File: config.mk
export PLATFORM = sky130hd
export DESIGN_NAME = lcd_bus_receiver
export DESIGN_NICKNAME = d
export VERILOG_FILES = /design/src/rtl/lcd_pkg.sv /design/src/rtl/lcd_busy_timer.sv /design/src/rtl/lcd_bus_receiver.sv
export SDC_FILE = /design/constraint.sdc
export NUM_CORES = 1
export LEC_CHECK = 0
export CAP_MARGIN = 30
export CORE_MARGIN = 2
export CORE_UTILIZATION = 50
export DETAILED_ROUTE_END_ITERATION = 16
export PLACE_DENSITY = 0.83
export SLEW_MARGIN = 20
export SYNTH_ARGS = -nofsm -noshare
export SYNTH_HDL_FRONTEND = slang
export SYNTH_SLANG_ARGS = --single-unit
File: constraint.sdc
create_clock -name clk -period 2.9 [get_ports clk]
set_input_delay 0.435 -clock clk [delete_from_list [all_inputs] [get_ports clk]]
set_output_delay 0.435 -clock clk [all_outputs]
set_load 0.05 [all_outputs]
File: src/rtl/lcd_pkg.sv
// Shared definitions for the LCD nibble-bus driver and receiver: FSM states,
// error bit indices, HD44780 command bytes and default timing.
package lcd_pkg;

    typedef enum logic [1:0] {
        PWR,
        HI,
        LO
    } lcd_state_t;

    localparam int unsigned ERR_E_SHORT = 0;
    localparam int unsigned ERR_BUSY    = 1;
    localparam int unsigned ERR_RSRW    = 2;
    localparam int unsigned ERR_INIT    = 3;

    localparam logic [7:0] CLEAR    = 8'h01;
    localparam logic [7:0] HOME     = 8'h02;
    localparam logic [7:0] FUNC_SET = 8'h28;
    localparam logic [7:0] ENTRY    = 8'h06;
    localparam logic [7:0] DISP_ON  = 8'h0C;

    localparam logic [3:0] INIT_NIBBLE      = 4'h3;
    localparam logic [3:0] INIT_NIBBLE_LAST = 4'h2;

    // 50 MHz clock: 240 ns E pulse, 40 us command, 1.64 ms clear/home.
    localparam int unsigned E_MIN_CYCLES_DEF = 12;
    localparam int unsigned CMD_WAIT_DEF     = 2000;
    localparam int unsigned CLEAR_WAIT_DEF   = 82000;
    localparam int unsigned BUSY_W_DEF       = 17;

    // Clear Display and Return Home (0x02/0x03) run the long execution time.
    function automatic logic is_long_cmd(input logic rs, input logic [7:0] b);
        return !rs && (b == CLEAR || b == HOME || b == 8'h03);
    endfunction

endpackage

File: src/rtl/lcd_busy_timer.sv
// Panel execution-time counter: load on a new command word, count down to
// zero, busy while nonzero.
module lcd_busy_timer
    import lcd_pkg::*;
#(
    parameter int unsigned W = BUSY_W_DEF
) (
    input  logic         clk,
    input  logic         reset,
    input  logic         load,
    input  logic [W-1:0] load_val,
    output logic         busy
);

    logic [W-1:0] cnt;

    always_ff @(posedge clk or posedge reset) begin
        if (reset) begin
            cnt <= '0;
        end else if (load) begin
            cnt <= load_val;
        end else if (cnt != '0) begin
            cnt <= cnt - 1'b1;
        end
    end

    assign busy = (cnt != '0);

endmodule

File: src/rtl/lcd_bus_receiver.sv
// Panel-side monitor of the 4-bit Starter Kit LCD bus: init tracking, byte
// reassembly and timing checks. Optional DDRAM model: LCD_BUS_RECEIVER_DDRAM_EN.
module lcd_bus_receiver
    import lcd_pkg::*;
#(
    parameter int unsigned E_MIN_CYCLES = E_MIN_CYCLES_DEF,
    parameter int unsigned CMD_WAIT     = CMD_WAIT_DEF,
    parameter int unsigned CLEAR_WAIT   = CLEAR_WAIT_DEF,
    parameter int unsigned BUSY_W       = BUSY_W_DEF
) (
    input  logic       clk,
    input  logic       reset,
    input  logic       SF_D_8,
    input  logic       SF_D_9,
    input  logic       SF_D_10,
    input  logic       SF_D_11,
    input  logic       LCD_E,
    input  logic       LCD_RS,
    input  logic       LCD_RW,
`ifdef LCD_BUS_RECEIVER_DDRAM_EN
    input  logic [4:0] ddram_rd_addr,
    output logic [7:0] ddram_rd_data,
`endif
    output logic       cmd_valid,
    output logic [9:0] cmd_word,
    output logic       init_done,
    output logic       busy,
    output logic [3:0] err
);

    localparam int unsigned EW = $clog2(E_MIN_CYCLES + 1);

    logic          e_r, rs_r, rw_r;
    logic [3:0]    d_r;
    logic          strobe;
    logic [EW-1:0] e_cnt;
    logic [EW:0]   e_width;
    logic          e_short;

    lcd_state_t state, state_nx;
    logic [1:0] step, step_nx;
    logic [3:0] hi_nib, hi_nib_nx;
    logic       rs_hi, rs_hi_nx, rw_hi, rw_hi_nx;
    logic       cmd_valid_nx, init_done_nx;
    logic [9:0] cmd_word_nx;
    logic [3:0] err_nx;

    always_ff @(posedge clk or posedge reset) begin
        if (reset) begin
            e_r  <= 1'b0;
            d_r  <= '0;
            rs_r <= 1'b0;
            rw_r <= 1'b0;
        end else begin
            e_r  <= LCD_E;
            d_r  <= {SF_D_8, SF_D_9, SF_D_10, SF_D_11};
            rs_r <= LCD_RS;
            rw_r <= LCD_RW;
        end
    end

    assign strobe = e_r && !LCD_E;

    always_ff @(posedge clk or posedge reset) begin
        if (reset) begin
            e_cnt <= '0;
        end else if (!e_r) begin
            e_cnt <= '0;
        end else if (e_cnt != '1) begin
            e_cnt <= e_cnt + 1'b1;
        end
    end

    // The strobe edge itself still sees e_r=1, so it counts toward the width.
    assign e_width = {1'b0, e_cnt} + 1'b1;
    assign e_short = (e_width < (EW+1)'(E_MIN_CYCLES));

    always_ff @(posedge clk or posedge reset) begin
        if (reset) begin
            state     <= PWR;
            step      <= '0;
            hi_nib    <= '0;
            rs_hi     <= 1'b0;
            rw_hi     <= 1'b0;
            cmd_valid <= 1'b0;
            cmd_word  <= '0;
            init_done <= 1'b0;
            err       <= '0;
        end else begin
            state     <= state_nx;
            step      <= step_nx;
            hi_nib    <= hi_nib_nx;
            rs_hi     <= rs_hi_nx;
            rw_hi     <= rw_hi_nx;
            cmd_valid <= cmd_valid_nx;
            cmd_word  <= cmd_word_nx;
            init_done <= init_done_nx;
            err       <= err_nx;
        end
    end

    always_comb begin
        state_nx     = state;
        step_nx      = step;
        hi_nib_nx    = hi_nib;
        rs_hi_nx     = rs_hi;
        rw_hi_nx     = rw_hi;
        cmd_valid_nx = 1'b0;
        cmd_word_nx  = cmd_word;
        init_done_nx = init_done;
        err_nx       = err;
        if (strobe) begin
            if (e_short) err_nx[ERR_E_SHORT] = 1'b1;
            case (state)
                PWR: begin
                    if (d_r == ((step == 2'd3) ? INIT_NIBBLE_LAST : INIT_NIBBLE)) begin
                        if (step == 2'd3) begin
                            init_done_nx = 1'b1;
                            step_nx      = '0;
                            state_nx     = HI;
                        end else begin
                            step_nx = step + 2'd1;
                        end
                    end else begin
                        err_nx[ERR_INIT] = 1'b1;
                        step_nx          = '0;
                    end
                end
                HI: begin
                    if (busy) err_nx[ERR_BUSY] = 1'b1;
                    hi_nib_nx = d_r;
                    rs_hi_nx  = rs_r;
                    rw_hi_nx  = rw_r;
                    state_nx  = LO;
                end
                LO: begin
                    if (rs_r != rs_hi || rw_r != rw_hi) err_nx[ERR_RSRW] = 1'b1;
                    cmd_valid_nx = 1'b1;
                    cmd_word_nx  = {rs_hi, rw_hi, hi_nib, d_r};
                    state_nx     = HI;
                end
                default: state_nx = PWR;
            endcase
        end
    end

    lcd_busy_timer #(
        .W(BUSY_W)
    ) u_busy_timer (
        .clk     (clk),
        .reset   (reset),
        .load    (cmd_valid),
        .load_val(is_long_cmd(cmd_word[9], cmd_word[7:0]) ? BUSY_W'(CLEAR_WAIT)
                                                          : BUSY_W'(CMD_WAIT)),
        .busy    (busy)
    );

`ifdef LCD_BUS_RECEIVER_DDRAM_EN
    logic [7:0] ddram [32];
    logic [4:0] addr;
    logic       clr_run;
    logic [4:0] clr_idx;
    logic       data_wr;

    assign data_wr = cmd_valid && (cmd_word[9:8] == 2'b10);

    always_ff @(posedge clk or posedge reset) begin
        if (reset) begin
            addr    <= '0;
            clr_run <= 1'b0;
            clr_idx <= '0;
        end else begin
            if (clr_run) begin
                clr_idx <= clr_idx + 5'd1;
                if (clr_idx == 5'd31) clr_run <= 1'b0;
            end
            if (cmd_valid && !cmd_word[9]) begin
                if (cmd_word[7:0] == CLEAR) begin
                    addr    <= '0;
                    clr_run <= 1'b1;
                    clr_idx <= '0;
                end else if (cmd_word[7:1] == 7'h01) begin
                    addr <= '0;
                end else if (cmd_word[7]) begin
                    // Line 2 (DDRAM 0x40) is folded onto entries 16..31.
                    addr <= (cmd_word[6] ? 5'h10 : 5'h00) + {1'b0, cmd_word[3:0]};
                end
            end else if (data_wr) begin
                addr <= addr + 5'd1;
            end
        end
    end

    always_ff @(posedge clk) begin
        if (clr_run) ddram[clr_idx] <= 8'h20;
        if (data_wr) ddram[addr] <= cmd_word[7:0];
        ddram_rd_data <= ddram[ddram_rd_addr];
    end
`endif

endmodule

## After elaboration in Yosys (flattened, before gate mapping)

Index checks and enable logic that the tools add are counted.

| operators by class | value |
|---|---|
| multiplexer cells | 13 |
| $lt $le $gt $ge | 1 |
| eq/ne operators | 13 |
| reduce and logical (&&, ||, !) cells | 19 |
| $add $sub $neg | 4 |
| bitwise logic cells | 1 |

Operators with widths:

| operator | count |
|---|---|
| $mux W17 | 3 |
| $reduce_bool A17 Y1 | 1 |
| $sub A17 B1 Y17 const B | 1 |
| $eq A8 B2 Y1 const B | 2 |
| $reduce_and A3 Y1 | 4 |
| $eq A8 B1 Y1 const B | 1 |
| $mux W2 | 4 |
| $mux W4 | 2 |
| $reduce_and A2 Y1 | 4 |
| $pmux W2 S3 | 1 |
| $add A4 B1 Y5 const B | 1 |
| $lt A5 B4 Y1 const B | 1 |
| $add A4 B1 Y4 const B | 1 |
| $eq A2 B2 Y1 const B | 2 |
| $eq A4 B2 Y1 | 1 |
| $ne A2 B2 Y1 const B | 2 |
| $ne A4 B4 Y1 const B | 1 |
| $reduce_and A4 Y1 | 1 |
| $logic_or A1 B1 Y1 | 3 |
| $mux W1 | 3 |
| $add A2 B1 Y2 const B | 1 |
| $eq A2 B1 Y1 const B | 1 |
| $logic_and A1 B1 Y1 | 2 |
| $logic_not A1 Y1 | 2 |
| 5 further kinds | 6 |

| word-level totals | value |
|---|---|
| logic and storage cells | 69 |
| input port bits | 9 |
| output and inout bits | 17 |
| register bits | 54 |

## Logic depth before layout (Yosys ltp)

Gate-level depths: netlist (run 1).

| depth | value |
|---|---|
| depth after elaboration | 6 |
| depth in mapped cells | 7 |
| mapped depth without buffers | 6 |

## Hierarchy

Synthesis (run 1) repeated with hierarchy kept, for this count alone.

| second synthesis, totals | value |
|---|---|
| cell total of the unflattened synthesis | 209 |
| area, all modules | 2468.6 sq um |

Modules (own cells, without submodules):

| module | area an instance (sq um) | cells an instance | instances |
|---|---|---|---|
| lcd_bus_receiver | 1466.4 | 105 | 1 |
| lcd_busy_timer | 1002.2 | 104 | 1 |

## Least setup slack after synthesis (run 1)

Ideal clock, no wire load.

| timing | value |
|---|---|
| kind | register to output |
| from | register u_busy_timer.cnt[0] |
| to | output port busy |
| slack | 0.937 ns |
| arrival time | 1.528 ns |
| data required time | 2.465 ns |
| stages on the path, launching flop included | 5 |
| buffers on the path | 0 |
| cells stage by stage | dfrtp_1 inv_1 ha_1 nor4b_4 nand4_1 |

| on the way | value |
|---|---|
| longest elaborated chain between the ends | 1 |

RTL lines:

| what | RTL line | source |
|---|---|---|
| from (decl) | lcd_busy_timer.sv:15 | `logic [W-1:0] cnt;` |
| from (signal assigned) | lcd_busy_timer.sv:21 | `cnt <= load_val;` |
| from (signal assigned) | lcd_busy_timer.sv:23 | `cnt <= cnt - 1'b1;` |
| $reduce_bool A17 Y1 | lcd_busy_timer.sv:27 | `assign busy = (cnt != '0);` |
| to (decl) | lcd_bus_receiver.sv:27 | `output logic busy,` |

Every way passes these cells.

## Worst setup path in the final report (run 1)

Same ends and word-level chain as after synthesis.

==> results.ini, run 1 <==
[placed_design]
place_hpwl_um=3246
dpl.cell_count=283
place_congestion=0.7733
portBuffers=25

[layout]
layout-drive-gt1-share_pct=14.83
final_common_cell=dfrtp_1
diodes=0
area_growth_syn_to_layout_pct=17.97
nets=248
stdcell_count=290
layout_common_cells=dfrtp_1 (54), clkdlybuf4s50_1 (25), mux2_2 (17)
fill_cells=389

[pwr]
power.switching_mw=0.6132
p_int_mw=1.293
power_mw=1.906
max-vdd-ir-drop_mv=0.4387
p_clk_share_pct=25.9
power_density_nw_per_um2=668.7
p_seq_share_pct=53.5
leakagePower_nw=1.302
switching_share_pct=32.17
pwr-share-comb_pct=20.6

[logic_synthesis]
ys_seq_area_share_pct=55.93
netlist_area_sq_um=2416
synthFlopType=dfrtp_1
synth.net_count=217
syn-instance-count=205
yosys_register_bits=54
async_reset_ff_share_pct=100.0
synth_area_leaders=dfrtp_1 (56%), mux2_2 (7.9%), nor2_1 (2.3%), a21oi_1 (2.3%), xnor2_1 (2.2%)
syn_avg_cell_area_sq_um=11.79
yosys.area.top_type=dfrtp_1
yosysWarnings=0
ys_types=48
synth_edf_count=0
synthDominantCellAreaShare_pct=55.93

[clocking]
cts_hold_buf=0
cts_num_sinks=54
cts_tree=yes
path_clk_slew_ps=100
cts_max_level=2
ctsResizeCount=0
numCtsBuffers=5
clockBufferDepth=2
post_cts_buffers=0
clkLatencyLatePin_ps=310
cts_root_buf=clkbuf_8

[critical_path]
cpPeakStageDelay_ps=730
cpMaxStageDelayCell=clkdlybuf4s50_1
path_max_fanout=7
startpoint_type=register
crit_required_ps=2470
path_cells=inv_1, ha_1, nor4b_4, nand4_1, clkdlybuf4s50_1
worstPathArrival_ps=2310
critical_path_class=register to primary output
crit_path_end_kind=primary output

[hold_path]
hp-class=input pin to async pin

[detailed_routing]
wirelength_um=4576
wl_per_cell_um=15.78
via_count=1667
detail-route-antenna-nets=0
viasPerCell=5.748
drt_iter0_markers=153
dr.pass1.iters=4
drc_errors=0

[global_routing]
antenna_found_initial=0
grt_overflow_total=0
grt_first_pass_wirelength_um=7617
grt_pass1_vias=1616
grt_max_degree=25
track_usage_pct=18.53

[timing]
fin_skew_ps=6.709
finalCriticalPeriod_ps=2741
slew_headroom_pct=56.54
tns_ps=0
hold_ws_ps=381.3
tightest_slew_ps=649.1
finalSetupViolCount=0
drv_slew=0
finalHoldViolations=0
rsz0062_at_grt=false
fmax_mhz=364.8
fin_crit_sh_pct=94.52

[job]
cap_violations=0

[die]
core-area_sq_um=4692
rows=25
initial_core_util_pct=51.49
die_area_sq_um=5404
fp.dieH_um=73.52
io_pins=26
die_x_um=73.52

[outcome]
status=complete, no violations

power groups by stage:
stage,sequential [mW],combinational [mW],clock [mW]
6_report,1.02,0.392,0.494
5_1_grt,1.04,0.441,0.537
4_1_cts,1.02,0.397,0.505
3_5_place_dp,1.03,0.391,0
3_3_place_gp,1.02,0.372,0
2_1_floorplan,0.997,0.300,0
stage by stage:
step	instance area [sq um]	util, %	worst slack (ps)
6_report	2850	60.75	158.9
5_1_grt	2850	60.75	52.96
3_5_place_dp	2743	58.45	474.5
3_3_place_gp	2743	58.45	576.2
2_1_floorplan	2416	-	937.3
4_1_cts	2850	60.75	143.4
cell families after synthesis:
| kind of cell | after synthesis | synth area share, % |
|---|---|---|
| AO/OA/AOI/OAI | 40 | 10.72 |
| XOR/XNOR | 9 | 3.263 |
| adder cells (fa/ha/maj) | 3 | 1.554 |
| buffers and inverters | 13 | 2.123 |
| flip-flops | 54 | 55.93 |
| multiplexers | 20 | 9.218 |
| AND/OR/NAND/NOR | 66 | 17.19 |
critical path: cells and delay by family, from the launching register on:
kind                     cells  cell delay (ps)
buffers and inverters        2              830
flip-flops                   1              400
adder cells (fa/ha/maj)      1              220
AND/OR/NAND/NOR              2              560
worst paths after layout:
path / slack (ps) / endpoint / startpoint / cells after the start
min in group clk: 470 / err[2]$_DFFE_PP0P_ / err[2]$_DFFE_PP0P_ / 1
max in group asynchronous: 1920 / cmd_word[5]$_DFFE_PP0P_ / reset / 3
setup reg to reg: 800 / u_busy_timer.cnt[13]$_DFFE_PP0P_ / u_busy_timer.cnt[3]$_DFFE_PP0P_ / 4
setup / recovery: 160 / busy / u_busy_timer.cnt[0]$_DFFE_PP0P_ / 5
hold reg to reg: 470 / err[2]$_DFFE_PP0P_ / err[2]$_DFFE_PP0P_ / 1
hold / removal: 380 / u_busy_timer.cnt[9]$_DFFE_PP0P_ / reset / 2
synthesized netlist by cell type (2+ instances only):
| master | n |
|---|---|
| a211oi_1 | 2 |
| a21o_1 | 5 |
| a21oi_1 | 11 |
| a31oi_1 | 2 |
| buf_2 | 2 |
| clkbuf_1 | 3 |
| dfrtp_1 | 54 |
| ha_1 | 3 |
| inv_1 | 8 |
| mux2_2 | 17 |
| mux2i_1 | 2 |
| nand2_1 | 11 |
| nand2b_1 | 2 |
| nand3_1 | 4 |
| nand4_1 | 3 |
| nor2_1 | 15 |
| nor2b_1 | 2 |
| nor3_1 | 3 |
| nor4_1 | 5 |
| o21ai_0 | 10 |
| o31ai_1 | 2 |
| or3_1 | 3 |
| or4_1 | 3 |
| or4b_1 | 2 |
| xnor2_1 | 6 |
| xor2_1 | 3 |
layout make-up:
class / count / area, sq um / area share [%]
Tap cell: 54 / 67.56 / 2.371
Sequential cell: 54 / 1351 / 47.41
Clock inverter: 2 / 38.79 / 1.361
Inverter: 8 / 30.03 / 1.054
Clock buffer: 5 / 68.82 / 2.414
Multi-Input combinational cell: 138 / 1013 / 35.56
Timing Repair Buffer: 29 / 280.3 / 9.833
routing by layer:
layer / vias up / part of all wire, % / track usage, %
met3: 7 / 3.7 / 3.841
met1: 823 / 48 / 25.57
met5: - / 0 / 0
met4: 0 / 1.6 / 7.273
li1: 804 / - / -
met2: 33 / 47 / 28.87
sequential cells by signal, indices dropped and copies added, names as in the netlist:
| register | count |
|---|---|
| hi_nib | 4 |
| rs_hi | 1 |
| step | 2 |
| u_busy_timer.cnt | 17 |
| cmd_valid | 1 |
| rs_r | 1 |
| init_done | 1 |
| rw_r | 1 |
| err | 4 |
| e_cnt | 4 |
| e_r | 1 |
| d_r | 4 |
| cmd_word | 10 |
| state | 2 |
| rw_hi | 1 |
(Power assumes the default switching activity.)
==> run 2: changes to the inputs <==
HOLD_SLACK_MARGIN = 0.12   (was unset)
==> results of run 2 <==
The final DEF is identical to that of run 1; final timing and power are the same.
